File: src/rtl/pipelined_inverter_if.sv
// pipelined_inverter_if: input/output valid-ready streams of the unary-op pipeline.
interface pipelined_inverter_if #(parameter int WIDTH = 32);
    logic             in_valid;
    logic             in_ready;
    logic [1:0]       in_mode;
    logic [WIDTH-1:0] in_data;
    logic             out_valid;
    logic             out_ready;
    logic [WIDTH-1:0] out_data;
    logic             out_ovf;
    modport master (output in_valid, in_mode, in_data, out_ready,
                    input  in_ready, out_valid, out_data, out_ovf);
    modport slave  (input  in_valid, in_mode, in_data, out_ready,
                    output in_ready, out_valid, out_data, out_ovf);
endinterface

File: src/rtl/pipelined_inverter.sv
// pipelined_inverter: elastic DEPTH-stage pass/NOT/negate/abs pipeline with valid/ready.
// INVERTER_COUNT_EN adds a 32-bit output-handshake counter on port beat_count.
module pipelined_inverter #(
    parameter int WIDTH = 32,
    parameter int DEPTH = 2
) (
    input  logic clk,
    input  logic rst_n,
    pipelined_inverter_if.slave bus,
    output logic busy
`ifdef INVERTER_COUNT_EN
    ,
    output logic [31:0] beat_count
`endif
);
    logic [DEPTH-1:0] v, adv, pv, o, po;
    logic [WIDTH-1:0] d [DEPTH];
    logic [WIDTH-1:0] pd [DEPTH];
    logic [WIDTH-1:0] neg, res;
    logic             ovf, full;

    always_comb begin
        neg = ~bus.in_data + WIDTH'(1);
        res = bus.in_mode[1] ? ((bus.in_mode[0] && !bus.in_data[WIDTH-1]) ? bus.in_data : neg)
                             : (bus.in_mode[0] ? ~bus.in_data : bus.in_data);
        ovf = bus.in_mode[1] && (bus.in_data == {1'b1, {(WIDTH-1){1'b0}}});
        pv[0] = bus.in_valid;
        pd[0] = res;
        po[0] = ovf;
        for (int k = 1; k < DEPTH; k++) begin
            pv[k] = v[k-1];
            pd[k] = d[k-1];
            po[k] = o[k-1];
        end
        // a stage advances if it or any later stage is empty, or the sink takes a beat
        full = 1'b1;
        for (int k = DEPTH - 1; k >= 0; k--) begin
            full   = full & v[k];
            adv[k] = bus.out_ready || !full;
        end
    end

    always_ff @(posedge clk or negedge rst_n) begin
        if (!rst_n) begin
            v <= '0;
            o <= '0;
            for (int k = 0; k < DEPTH; k++) d[k] <= '0;
        end else begin
            for (int k = 0; k < DEPTH; k++) begin
                if (adv[k]) begin
                    v[k] <= pv[k];
                    d[k] <= pd[k];
                    o[k] <= po[k];
                end
            end
        end
    end

    assign bus.in_ready  = adv[0];
    assign bus.out_valid = v[DEPTH-1];
    assign bus.out_data  = d[DEPTH-1];
    assign bus.out_ovf   = o[DEPTH-1];
    assign busy          = |v;

`ifdef INVERTER_COUNT_EN
    always_ff @(posedge clk or negedge rst_n) begin
        if (!rst_n) beat_count <= '0;
        else if (bus.out_valid && bus.out_ready) beat_count <= beat_count + 32'd1;
    end
`endif
endmodule
File: src/flat_wrapper.sv
// flat-port wrapper written by rule: the top's interface ports become plain ports
module pipelined_inverter_flat 
#(
    parameter int WIDTH = 32,
    parameter int DEPTH = 2
)
  (clk, rst_n, busy, bus_in_valid, bus_in_mode, bus_in_data, bus_out_ready, bus_in_ready, bus_out_valid, bus_out_data, bus_out_ovf);
  pipelined_inverter_if #(.WIDTH(WIDTH)) bus_i ();
  input  logic clk;
  input  logic rst_n;
  output logic busy;
  input wire logic [$bits(bus_i.in_valid)-1:0] bus_in_valid;
  input wire logic [$bits(bus_i.in_mode)-1:0] bus_in_mode;
  input wire logic [$bits(bus_i.in_data)-1:0] bus_in_data;
  input wire logic [$bits(bus_i.out_ready)-1:0] bus_out_ready;
  output wire logic [$bits(bus_i.in_ready)-1:0] bus_in_ready;
  output wire logic [$bits(bus_i.out_valid)-1:0] bus_out_valid;
  output wire logic [$bits(bus_i.out_data)-1:0] bus_out_data;
  output wire logic [$bits(bus_i.out_ovf)-1:0] bus_out_ovf;
  assign bus_i.in_valid = bus_in_valid;
  assign bus_i.in_mode = bus_in_mode;
  assign bus_i.in_data = bus_in_data;
  assign bus_i.out_ready = bus_out_ready;
  assign bus_in_ready = bus_i.in_ready;
  assign bus_out_valid = bus_i.out_valid;
  assign bus_out_data = bus_i.out_data;
  assign bus_out_ovf = bus_i.out_ovf;
  pipelined_inverter #(.WIDTH(WIDTH), .DEPTH(DEPTH)) u_core (.clk(clk), .rst_n(rst_n), .bus(bus_i), .busy(busy));
endmodule
File: config.mk
export PLATFORM = sky130hd
export DESIGN_NAME = pipelined_inverter_flat
export DESIGN_NICKNAME = d
export VERILOG_FILES = /design/src/rtl/pipelined_inverter_if.sv /design/src/rtl/pipelined_inverter.sv /design/src/flat_wrapper.sv
export SDC_FILE = /design/constraint.sdc
export NUM_CORES = 1
export LEC_CHECK = 0
export CORE_MARGIN = 8
export CORE_UTILIZATION = 40
export CTS_BUF_LIST = sky130_fd_sc_hd__clkbuf_8 sky130_fd_sc_hd__clkbuf_16
export CTS_CLUSTER_DIAMETER = 30
export DETAILED_ROUTE_END_ITERATION = 8
export GPL_TIMING_DRIVEN = 0
export SLEW_MARGIN = 0
export SYNTH_ARGS = -nofsm -noshare
export SYNTH_HDL_FRONTEND = slang
export SYNTH_SLANG_ARGS = --single-unit
File: constraint.sdc
create_clock -name clk -period 6.1 [get_ports clk]
set_clock_uncertainty 0.2 [all_clocks]
set_input_delay 0.61 -clock clk [delete_from_list [all_inputs] [get_ports clk]]
set_output_delay 0.61 -clock clk [all_outputs]
set_load 0.01 [all_outputs]
# Yosys cells after proc, flatten, opt, wreduce, memory -nomap -nowiden
# Cells that the tools add are included.
# totals
regBits,68
input_bits,38
out_inout_bits,36
# classes
addsub,1
eq_ne,1
muxes,3
bitwise,2
reduce_logical,8
# op_table
cell,count
$mux W32,3
$add A32 B1 Y32 const B,1
$eq A32 B32 Y1 const B,1
$not A32 Y32,1
$logic_not A1 Y1,3
$logic_and A1 B1 Y1,2
$logic_or A1 B1 Y1,2
$reduce_or A2 Y1,1
$and A1 B1 Y1,1

# Logic depth before layout (Yosys ltp)
# Gate-level depths: netlist (run 1).
# depth
depth_word,4
depth_mapped,9
depth_no_buf,7

# Worst setup path before layout (run 1)
# No wires, ideal clock.
# synth_path
path_type,input -> output
from,in bus_out_ready
to,out bus_in_ready
arrival_ps,1626
setup_slack_ps,3664
cell_stages,6
path_cell_list,nor2b_1 -> buf_2 -> and2_1 -> inv_1 -> clkbuf_1 -> buf_1
# synth_between
elab_chain_len,1
# synth_lines
element,line,rtl
start: declaration,flat_wrapper.sv:15,input wire logic [$bits(bus_i.out_ready)-1:0] bus_out_ready;
$logic_or A1 B1 Y1,pipelined_inverter.sv:39,adv[k] = bus.out_ready || !full;
end: declaration,flat_wrapper.sv:16,output wire logic [$bits(bus_i.in_ready)-1:0] bus_in_ready;
# Every way passes these cells.

# Final worst setup path (run 1)
# Same ends and word-level chain as after synthesis.

==> flow_summary.ini, run 1 <==
[sta]
fin_setup_tns_ns = 0
slew_headroom_pct = 41.6
drv_slew = 0
final_hold_viol_count = 0
tightest_slew_ns = 0.874
layout_min_cycle_time_ns = 3.86
rsz0062_at_grt = false
fmax_mhz = 259
setup-violations-final = 0
post-route-period-util_pct = 63.2

[drt]
wl_per_cell_um = 17.2
drt.antenna.violating_nets = 0
vias_per_cell = 5.08
drt-initial-drc-count = 140
first_pass_iters = 4
routed_wl_mm = 10.2
route.detailed.drc = 0
vias = 3011

[cts]
ctsHoldBuffers = 0
clk_pin_slew_ns = 0.08
clockBufferDepth = 2
cts_tree = yes
cts-resized-gates = 0
clk_latency_ns = 0.35
cts_sinks = 68
cts_max_level = 3
post_cts_buffers = 0
cts-root-buf = clkbuf_8
numCtsBuffers = 9

[critical_path]
required_ns = 5.29
critPathLaunchType = input port
cp_max_fo = 10
r2r_end = u_core.d[62]$_DFFE_PN0P_
reg2reg_setup_slack_ns = 3.52
worstSetupPathType = input port to output port
worstPathArrival_ns = 3.05
crit_path_end_kind = output port
reg2reg_depth = 9
r2r_start = u_core.v[1]$_DFFE_PN0P_

[yosys]
yosysMostFrequentCell = dfrtp_1
yosysTopAreaCell = dfrtp_1
synth_edf_count = 0
ys_seq_area_share_pct = 44.9
ys.flop_type = dfrtp_1
ys_types = 49
synth_top_area_share_pct = 44.9
syn-cell-area_um2 = 3790
syn_avg_cell_area_um2 = 10.1
synth_warnings = 0
yosys-top-cells-area = dfrtp_1 (45%), mux2_2 (9.8%), buf_4 (6.3%), xor2_1 (4.4%), nor2_1 (3.7%)
ys_async_sr_fraction_pct = 100
synthTopCellsByCount = dfrtp_1 (68), nor2_1 (37), mux2_2 (33)
synth_nets = 416
netlist_instances = 376
ys_seq_elements = 68

[layout]
fillers = 891
layout-drive-gt1-share_pct = 20.5
final_nets = 499
final_cell_area_um2 = 4870
antenna_cells = 0
final_cells = 593
finish.utilization_pct = 52.7
areaGrowthSynthToFinish_pct = 28.5

[floorplan]
die_area_um2 = 12800
initial_core_util_pct = 41.0
pin_count = 74
fp.dieW_um = 113
rows = 35
fp.dieH_um = 113
coreArea_um2 = 9240

[grt]
antenna_found_initial = 0
grt_pass1_wl_mm = 16.7
grt_pass1_vias = 3089
grt_max_degree = 69
grtUsageTotal_pct = 16.6
gr-total-overflow = 0

[power_and_ir_drop]
ir_drop_v = 0.000141
powerDensity_nw_per_um2 = 279
power_w = 0.00136
power_leakage_nw = 1.97

[worst_hold_path]
hold_path.class = input port to async pin

[placed_design]
place.gp.congestion = 0.846
dp_cells = 577
numPortBuffers = 72
dpl.hpwl_mm = 7.75
placed_area_um2 = 4670

[outcome]
status = completed

[job]
maxCapViolCount = 0
-- registers in the layout, summed over array words and instances, names as in the netlist --
name,count
u_core.bus.out_data,32
u_core.d,32
u_core.o,2
u_core.v,2
-- worst max path at each step --
stage	depth (start not counted)	from	slack, ns	to
detailed placement	8	bus_out_ready	2.25	bus_in_ready
finish	8	bus_out_ready	2.24	bus_in_ready
CTS	8	bus_out_ready	2.25	bus_in_ready
global placement	1	rst_n	1.91	u_core.bus.out_data[15]$_DFFE_PN0P_
global route	8	bus_out_ready	2.05	bus_in_ready
floorplan	6	bus_out_ready	3.66	bus_in_ready
-- logic make-up (layout without fill, tap and decap cells) --
| kind of cell | count (synthesis) | after routing | share of synthesized area (%) |
|---|---|---|---|
| AND/OR/NAND/NOR | 118 | 118 | 17.2 |
| XOR/XNOR | 25 | 25 | 5.78 |
| flip-flops | 68 | 68 | 44.9 |
| adder cells (fa/ha/maj) | 2 | 2 | 0.660 |
| AO/OA/AOI/OAI | 69 | 69 | 11.7 |
| buffers and inverters | 57 | 145 | 8.88 |
| multiplexers | 37 | 37 | 10.9 |
-- metrics by stage --
step	setup slack, ns	hold slack, ns
global route	2.05	0.239
CTS	2.25	0.196
finish	2.24	0.161
detailed placement	2.25	0.269
global placement	1.91	0.261
floorplan	3.66	0.114
-- cells in the final DEF, fill, tap and decap left out, types with 3 or more instances in the layout --
cell and instances:
o31ai_1 3, nand2_1 23, nor4_2 3, inv_1 6, mux2_2 33, clkbuf_8 10, o21ai_0 18, nor4_4 3
nor2b_1 3, nor3_1 14, and3_1 5, clkbuf_1 12, mux2i_1 4, clkdlybuf4s50_1 71, buf_4 33, dfrtp_1 68
xnor2_1 6, nand2b_1 5, nor3b_1 4, buf_1 5, xor2_1 19, nor2_1 37, a31oi_1 9, a21oi_1 18
a211oi_1 3, nor4_1 7
-- where the power goes --
| part | total [W] | internal (W) | switching (W) |
|---|---|---|---|
| clock network | 0.000379 | 0.000199 | 0.000180 |
| registers | 0.000572 | 0.000533 | 0.0000393 |
| logic | 0.000408 | 0.000239 | 0.000169 |
| total | 0.00136 | 0.000971 | 0.000388 |
-- worst max-delay path, cell delays in order --
cell and delay (ns):
clkdlybuf4s50_1 0.45, nor2b_1 0.04, buf_2 0.17, and2_1 0.23, inv_1 0.10, clkbuf_1 0.36
buf_1 0.45, clkdlybuf4s50_1 0.64
-- cell type report --
| class | count | area, um^2 | area share, % |
|---|---|---|---|
| inverter | 6 | 22.5 | 0.462 |
| clock buffer | 10 | 138 | 2.82 |
| sequential | 68 | 1700 | 34.9 |
| timing repair buffer | 72 | 718 | 14.7 |
| buffer | 51 | 314 | 6.45 |
| tap | 129 | 161 | 3.31 |
| clock inverter | 6 | 63.8 | 1.31 |
| multi-input combinational | 251 | 1750 | 36.0 |
-- metal layers --
metal	vias to the layer above	track usage [%]	wire (um)
met5	-	0	0
met4	0	6.04	183
met3	14	3.83	532
met2	72	26.2	4710
met1	1453	21.6	4770
li1	1472	-	-
(Power assumes the default switching activity.)
==> run 2, diff against run 1 <==
--- a/config.mk
+++ b/config.mk
@@ -11,6 +11,7 @@
 export CTS_CLUSTER_DIAMETER = 30
 export DETAILED_ROUTE_END_ITERATION = 8
 export GPL_TIMING_DRIVEN = 0
+export PLACE_DENSITY = 0.67
 export SLEW_MARGIN = 0
 export SYNTH_ARGS = -nofsm -noshare
 export SYNTH_HDL_FRONTEND = slang
==> constraint.sdc (replaced) <==
create_clock -name clk -period 3.5 [get_ports clk]
set_clock_uncertainty 0.2 [all_clocks]
set_input_delay 0.35 -clock clk [delete_from_list [all_inputs] [get_ports clk]]
set_output_delay 0.35 -clock clk [all_outputs]
set_load 0.01 [all_outputs]
==> run 2 against run 1 <==
Effect of this change: via count increased by 1.3%; design area is 0.67% higher; power increased by 79%; worst hold slack improved by 0.12 ns; critical endpoint unchanged; largest power group unchanged; wire length increased by 0.27%; sequential power rose by 75%; sequential share of layout area down 0.23 points; first-iteration DRC count fell by 19%; critical path depth shrank 1; combinational power up 74%.
==> flow_summary.ini, run 2 (same netlist as run 1, synthesis figures left out) <==
[outcome]
status = completed

[layout]
multi_input_area_um2 = 1750
final_nets = 500
final_cell_area_um2 = 4900
areaGrowthSynthToFinish_pct = 29.4
layout_commonest_cell = clkdlybuf4s50_1
layout_common_cells = clkdlybuf4s50_1 (71), dfrtp_1 (68), nor2_1 (37), mux2_2 (33), buf_4 (33)
seq_area_um2 = 1700
antenna_cells = 0
fillers = 868
layout-drive-gt1-share_pct = 20.6

[cts]
numCtsBuffers = 9
post_cts_buffers = 0
cts_sinks = 68
cts-root-buf = clkbuf_8
clk_pin_slew_ns = 0.08
cts_tree = yes
cts_max_level = 3
clk_latency_ns = 0.35
clockBufferDepth = 2

[drt]
route.detailed.drc = 0
drt.antenna.violating_nets = 0
vias_per_cell = 5.14
wl_per_cell_um = 17.2
routed_wl_mm = 10.2
drt-initial-drc-count = 114
first_pass_iters = 4
vias = 3051

[sta]
fmax_mhz = 307
tightest_slew_ns = 0.859
fin_ws_ns = 0.246
rsz0062_at_grt = false
final_hold_viol_count = 0
setup-violations-final = 0
post-route-period-util_pct = 93.0
layout_min_cycle_time_ns = 3.25
drv_slew = 0
slew_headroom_pct = 42.7

[floorplan]
fp.dieW_um = 113
pin_count = 74
die_area_um2 = 12800
fp.dieH_um = 113
rows = 35
coreArea_um2 = 9240
initial_core_util_pct = 41.0

[critical_path]
reg2reg_setup_slack_ns = 0.85
cp_max_fo = 10
worstPathArrival_ns = 2.70
crit_path_end_kind = output port
critPathLaunchType = register
worstSetupPathType = register to output port
required_ns = 2.95

[placed_design]
place.gp.congestion = 0.905
place_ws_ns = 0.131
placed_area_um2 = 4670
numPortBuffers = 72
dpl.hpwl_mm = 7.66

[grt]
grt_max_degree = 69
antenna_found_initial = 0
grt_pass1_wl_mm = 16.5
grt_pass1_vias = 3117
gr-total-overflow = 0
grtUsageTotal_pct = 16.3

[worst_hold_path]
hold_path.class = register to register

[job]
maxCapViolCount = 0

[power_and_ir_drop]
powerDensity_nw_per_um2 = 497
ir_drop_v = 0.000207
power_leakage_nw = 1.99
power_w = 0.00244
## run 2: final cells by class
cell class,count,area share [%]
repair buffers,73,14.8
clock buffers,9,2.53
flip-flops and latches,68,34.7
inverters,6,0.459
multi-input cells,251,35.7
plain buffers,51,6.43
clock inverters,7,2.02
well taps,129,3.29
## run 2: final timing paths
kind                                          startpoint                                   to  cells past startpoint
worst min-delay path            u_core.d[36]$_DFFE_PN0P_             u_core.d[36]$_DFFE_PN0P_                      2
worst max register to register   u_core.v[1]$_DFFE_PN0P_             u_core.d[62]$_DFFE_PN0P_                      9
min in group asynchronous                          rst_n  u_core.bus.out_data[19]$_DFFE_PN0P_                      2
worst min register to register  u_core.d[36]$_DFFE_PN0P_             u_core.d[36]$_DFFE_PN0P_                      2
max in group asynchronous                          rst_n             u_core.d[56]$_DFFE_PN0P_                      2
worst max-delay path             u_core.v[1]$_DFFE_PN0P_                         bus_in_ready                      7
## run 2: metrics by stage
stage	hold WS (ns)	std cells	util [%]	setup TNS, ns
after floorplan	-0.146	376	-	0
after global placement	0.263	577	50.6	-25.16
after detailed placement	0.270	577	50.5	0
after CTS	0.289	594	53.1	0
after global routing	0.302	594	53.1	0
final	0.284	594	53.1	0
## run 2: where the power goes
part           internal [W]  switching (W)
clock              0.000405       0.000324
sequential         0.000928      0.0000709
combinational      0.000418       0.000293
total               0.00175       0.000688
## run 2: layer usage
metal,global-route usage (%),wire length [um]
met5,0,0
met4,6.31,116
met3,3.30,488
met2,26.0,4910
met1,21.1,4690
## run 2: critical path: stages (launching register included)
cell and delay [ns]:
dfrtp_1 0.39, nor2b_1 0.12, buf_2 0.16, and2_1 0.24, inv_1 0.11, clkbuf_1 0.40, clkbuf_2 0.33, clkdlybuf4s50_1 0.59
## run 2: repair_timing
item / in CTS / in global routing
resized for setup: 0 / 1
hold endpoints to repair: 68 / 0
hold buffers: 1 / 0
endpoints found under the setup margin: 0 / 1
